**src/rtl/rc5_pkg.sv**
```systemverilog
// Shared RC5-16 definitions for the key schedule and the round engine.
package rc5_pkg;

  localparam int MAX_ROUNDS    = 16;
  localparam int MAX_KEY_BYTES = 16;
  localparam int NUM_SUBKEYS   = 2 * MAX_ROUNDS + 2;
  localparam int KEY_WORDS     = MAX_KEY_BYTES / 2;

  typedef logic [15:0] word_t;

  localparam word_t P16 = 16'hB7E1;
  localparam word_t Q16 = 16'h9E37;

  typedef enum logic [1:0] {IDLE, INIT, MIX, DONE} state_t;

endpackage

```
**src/rtl/rc5_key_expand_rotl.sv**
```systemverilog
// 16-bit rotate-left by a 0..15 amount, used for both key-mix rotations.
module rc5_key_expand_rotl
  import rc5_pkg::*;
(
  input  word_t      data,
  input  logic [3:0] amount,
  output word_t      result
);

  logic [31:0] doubled;
  logic [31:0] shifted;

  // Rotating left by s equals the low half of {d,d} shifted right by 16-s.
  always_comb begin
    doubled = {data, data};
    shifted = doubled >> (5'd16 - {1'b0, amount});
    result  = shifted[15:0];
  end

endmodule

```
**src/rtl/rc5_key_expand.sv**
```systemverilog
// RC5-16 key schedule: expands up to 16 key bytes into the S table, one mix step per clock.
module rc5_key_expand
  import rc5_pkg::*;
(
  input  logic         clk,
  input  logic         rst_n,
  input  logic         start,
  input  logic [4:0]   num_rounds,
  input  logic [127:0] key,
  input  logic [4:0]   key_len,
  output word_t        subkeys [0:NUM_SUBKEYS-1],
  output logic         busy,
  output logic         ready
);

  state_t     state;
  word_t      l_words [0:KEY_WORDS-1];
  word_t      a_reg;
  word_t      b_reg;
  logic [5:0] t_reg;
  logic [3:0] c_reg;
  logic [6:0] n_reg;
  logic [5:0] idx;
  logic [5:0] i_idx;
  logic [2:0] j_idx;
  logic [6:0] iter;

  logic [4:0] r_cl;
  logic [4:0] b_cl;
  logic [5:0] t_next;
  logic [3:0] c_next;
  logic [5:0] tc_max;
  logic [6:0] n_next;
  logic [7:0] key_bytes [0:MAX_KEY_BYTES-1];
  word_t      l_next [0:KEY_WORDS-1];

  // Derived schedule sizes and the masked little-endian L array, used only on an accepting edge.
  always_comb begin
    r_cl   = (num_rounds > 5'(MAX_ROUNDS)) ? 5'(MAX_ROUNDS) : num_rounds;
    b_cl   = (key_len > 5'(MAX_KEY_BYTES)) ? 5'(MAX_KEY_BYTES) : key_len;
    t_next = {r_cl, 1'b0} + 6'd2;
    c_next = (b_cl == 5'd0) ? 4'd1 : 4'((b_cl + 5'd1) >> 1);
    tc_max = (t_next >= {2'b00, c_next}) ? t_next : {2'b00, c_next};
    n_next = 7'd3 * {1'b0, tc_max};
    for (int k = 0; k < MAX_KEY_BYTES; k++) begin
      key_bytes[k] = (5'(k) < b_cl) ? key[8*k +: 8] : 8'h00;
    end
    for (int w = 0; w < KEY_WORDS; w++) begin
      l_next[w] = {key_bytes[2*w+1], key_bytes[2*w]};
    end
  end

  word_t sum_a;
  word_t a_new;
  word_t ab_sum;
  word_t sum_b;
  word_t b_new;

  always_comb begin
    sum_a  = subkeys[i_idx] + a_reg + b_reg;
    ab_sum = a_new + b_reg;
    sum_b  = l_words[j_idx] + ab_sum;
  end

  rc5_key_expand_rotl u_rot_a (
    .data   (sum_a),
    .amount (4'd3),
    .result (a_new)
  );

  rc5_key_expand_rotl u_rot_b (
    .data   (sum_b),
    .amount (ab_sum[3:0]),
    .result (b_new)
  );

  always_ff @(posedge clk or negedge rst_n) begin
    if (!rst_n) begin
      state <= IDLE;
      busy  <= 1'b0;
      ready <= 1'b0;
      a_reg <= '0;
      b_reg <= '0;
      t_reg <= '0;
      c_reg <= '0;
      n_reg <= '0;
      idx   <= '0;
      i_idx <= '0;
      j_idx <= '0;
      iter  <= '0;
      for (int s = 0; s < NUM_SUBKEYS; s++) subkeys[s] <= '0;
      for (int w = 0; w < KEY_WORDS; w++) l_words[w] <= '0;
    end else begin
      case (state)
        IDLE, DONE: begin
          if (start) begin
            t_reg <= t_next;
            c_reg <= c_next;
            n_reg <= n_next;
            a_reg <= '0;
            b_reg <= '0;
            idx   <= '0;
            for (int s = 0; s < NUM_SUBKEYS; s++) subkeys[s] <= '0;
            for (int w = 0; w < KEY_WORDS; w++) l_words[w] <= l_next[w];
            state <= INIT;
            busy  <= 1'b1;
            ready <= 1'b0;
          end
        end
        INIT: begin
          subkeys[idx] <= P16 + Q16 * {10'b0, idx};
          if (idx == t_reg - 6'd1) begin
            i_idx <= '0;
            j_idx <= '0;
            iter  <= '0;
            state <= MIX;
          end else begin
            idx <= idx + 6'd1;
          end
        end
        MIX: begin
          subkeys[i_idx] <= a_new;
          l_words[j_idx] <= b_new;
          a_reg <= a_new;
          b_reg <= b_new;
          i_idx <= (i_idx == t_reg - 6'd1) ? 6'd0 : i_idx + 6'd1;
          j_idx <= ({1'b0, j_idx} == c_reg - 4'd1) ? 3'd0 : j_idx + 3'd1;
          if (iter == n_reg - 7'd1) begin
            state <= DONE;
            busy  <= 1'b0;
            ready <= 1'b1;
          end else begin
            iter <= iter + 7'd1;
          end
        end
        default: begin
          state <= IDLE;
          busy  <= 1'b0;
          ready <= 1'b0;
        end
      endcase
    end
  end

endmodule

```
**config.mk**
```make
export PLATFORM = sky130hd
export DESIGN_NAME = rc5_key_expand
export DESIGN_NICKNAME = d
export VERILOG_FILES = /design/src/rtl/rc5_pkg.sv /design/src/rtl/rc5_key_expand_rotl.sv /design/src/rtl/rc5_key_expand.sv
export SDC_FILE = /design/constraint.sdc
export NUM_CORES = 2
export LEC_CHECK = 0
export CAP_MARGIN = 40
export CELL_PAD_IN_SITES_DETAIL_PLACEMENT = 1
export CELL_PAD_IN_SITES_GLOBAL_PLACEMENT = 2
export CORE_UTILIZATION = 30
export DETAILED_ROUTE_END_ITERATION = 16
export HOLD_SLACK_MARGIN = 0.05
export PLACE_DENSITY_LB_ADDON = 0.1
export SYNTH_ARGS = -nofsm -noshare
export SYNTH_HDL_FRONTEND = slang
export SYNTH_SLANG_ARGS = --single-unit
```
**constraint.sdc**
```tcl
create_clock -name clk -period 11.06 [get_ports clk]
set_input_delay 1.106 -clock clk [delete_from_list [all_inputs] [get_ports clk]]
set_output_delay 1.106 -clock clk [all_outputs]
set_load 0.01 [all_outputs]
```
==> reports/qor.yml <==
worst_setup_path_end_kind: "flip-flop"
slowest_stage: "dfrtp_4"
area_delta_synth_final_pct: 26.98
drtPass1Iterations: 6
status: "finished clean"
cpLargestDelayFamily: "compound AO/OA/AOI/OAI gates"
hold_viol: 0
layout.nets: 7520
regMostFlops: "subkeys"
largest_reg_flops: 544
largestRegisters: "subkeys: 544 flops, l_words: 128 flops"
syn_avg_cell_area_um2: 7.685
critical_path_class: "flip-flop to flip-flop"
grt_max_degree: 189
synthFlopType: "dfrtp_1"
syn_area_um2: 52350
post_drt_wl_per_cell_um: 33.36
rrSetupSlack_ns: 0.61
synth-async-reset-ratio_pct: 100.0
pin_count: 687
fill_cells: 20287
slew_violations: 0
die_area_um2: 176200
syn-num-nets: 7104
antenna_found_initial: 8
ant_nets: 0
synth_edf_count: 0
start_util_pct: 30.35
numCtsBuffers: 100
die_h_um: 419.7
skew_ns: 0.05083
vias: 59806
die_w_um: 419.7
drt_wl_total_um: 320900
relSlewSlack_pct: 16.55
synthCells: 6812
grt_pass1_vias: 58628
synth_seq_area_share_pct: 35.66
max_freq_mhz: 95.66
worst_slew_pin_slew_ns: 1.252
grtUsageTotal_pct: 35.43
via_per_inst: 6.217
max_stage_delay_ns: 0.59
finalSetupViolations: 0
cts_tree: "built"
portBuffers: 686
yosys_warnings: 0
layout_common_cells: "nand2_1 (1357), o21ai_0 (1132), dfrtp_1 (742)"
min_period_ns: 10.45
grt_setup_unrepaired: "no"
place_hpwl_um: 224400
synth_cell_types: 89
insertion_delay_ns: 0.74
clock_path_buffers: 3
rows: 152
max_cap_viol_count: 0
cp_max_fo: 34
layoutNonFillerInstCount: 9619
required_ns: 11.67
fin_crit_sh_pct: 94.52
grt-ovfl-total: 0
cp-start-kind: "flip-flop"
min_path_type: "primary input to asynchronous set/reset pin"
drt_iter0_drc: 6078
layout_commonest_cell: "nand2_1"
numClockSinks: 746
layout-drive-gt1-share_pct: 7.845
clk_pin_slew_worst_paths_ns: 0.06
cp.arrival_ns: 11.07
clock-root-buffer: "clkbuf_16"
h-tree-depth: 3
synth-seq-cells: 746
core_um2: 172500
placed_cells: 9433
place_congestion: 0.9515
drc_errors: 0
grt_pass1_wl_um: 454500
critPathBufInv: 3
-- cell usage after synthesis, drive strengths merged, types with 41 or more instances --
cell    count  area share (%)
ha        115             2.7
a221o      44            0.84
nor2      337             2.4
nand2b    123             1.5
a22oi     500             7.2
nand4      52            0.62
inv        91            0.65
clkbuf    584             4.2
a21o       41            0.59
o21ai    1151              11
o221ai     76             1.3
xnor2      65             1.1
nor3       55            0.53
dfrtp     746              36
nand3      58            0.55
a21oi     538             5.2
mux2i      86             1.6
o22ai     110             1.3
a32oi      42            0.70
nand2    1360             9.8
buf        58            0.46
a221oi    139             2.3
-- metrics by stage --
step | setup TNS (ns) | worst slack [ns] | util, % | cell area [um2] | hold slack, ns
floorplan | 0 | 0.7406 | - | 52350 | 0.4498
global placement | 0 | 0.1401 | 35.80 | 61760 | 0.4677
detailed placement | -0.2025 | -0.03015 | 36.54 | 63020 | 0.4814
CTS | 0 | 0.03509 | 38.45 | 66320 | 0.3704
global route | 0 | 0.01925 | 38.53 | 66460 | 0.4171
finish | 0 | 0.6065 | 38.54 | 66480 | 0.3657
-- repair_timing --
action,in CTS,in global routing
resized for setup,4,24
setup endpoints to repair,18,144
endpoints found under the hold margin,0,0
pin swaps,0,5
setup buffers,0,2
gates cloned,0,0
hold buffers,0,0
-- routing by layer --
metal	routed length [um]	vias to the layer above	GRT usage [%]	part of all wire [%]
met5	12	-	0	0.0037
met4	18150	2	18.30	5.7
met3	17560	584	3.868	5.5
met2	149200	2407	56.88	46
met1	136000	31145	46.89	42
li1	-	25668	-	-
-- cells by family (layout without fill, tap and decap cells) --
kind of cell               Yosys count  in the layout  share of synthesized area (%)
AOI/OAI and AO/OA                 2842           2842                          33.73
and+or+nand+nor                   2119           2119                          17.06
DFF                                746            746                          35.66
buffers and inverters              736           1228                          5.320
adders and majority gates          151            151                          4.125
muxes                              115            115                          2.318
xor gates and xnor gates           103            103                          1.790
other                                0              5                              0
-- final cells by class --
type / count / area (um2) / share of cell area, %
multi-input combinational: 5330 / 31450 / 47.30
sequential: 746 / 18680 / 28.09
timing repair buffer: 956 / 9819 / 14.77
clock buffer: 149 / 2969 / 4.466
tap: 2310 / 2890 / 4.348
inverter: 94 / 355.3 / 0.5345
clock inverter: 29 / 309.0 / 0.4649
antenna: 5 / 12.51 / 0.01882
-- worst paths after layout --
check	startpoint	end	cells after the start
setup / recovery	i_idx[0]	l_words[5]	44
hold / removal	rst_n	subkeys[247]	1
setup reg to reg	i_idx[0]	l_words[5]	44
hold reg to reg	c_reg[0]	c_reg[0]	2
max in group asynchronous	rst_n	subkeys[55]	3
min in group clk	c_reg[0]	c_reg[0]	2
Power is not shown: default switching activity piles up to over one toggle a cycle in this logic, so the estimate is an artifact.
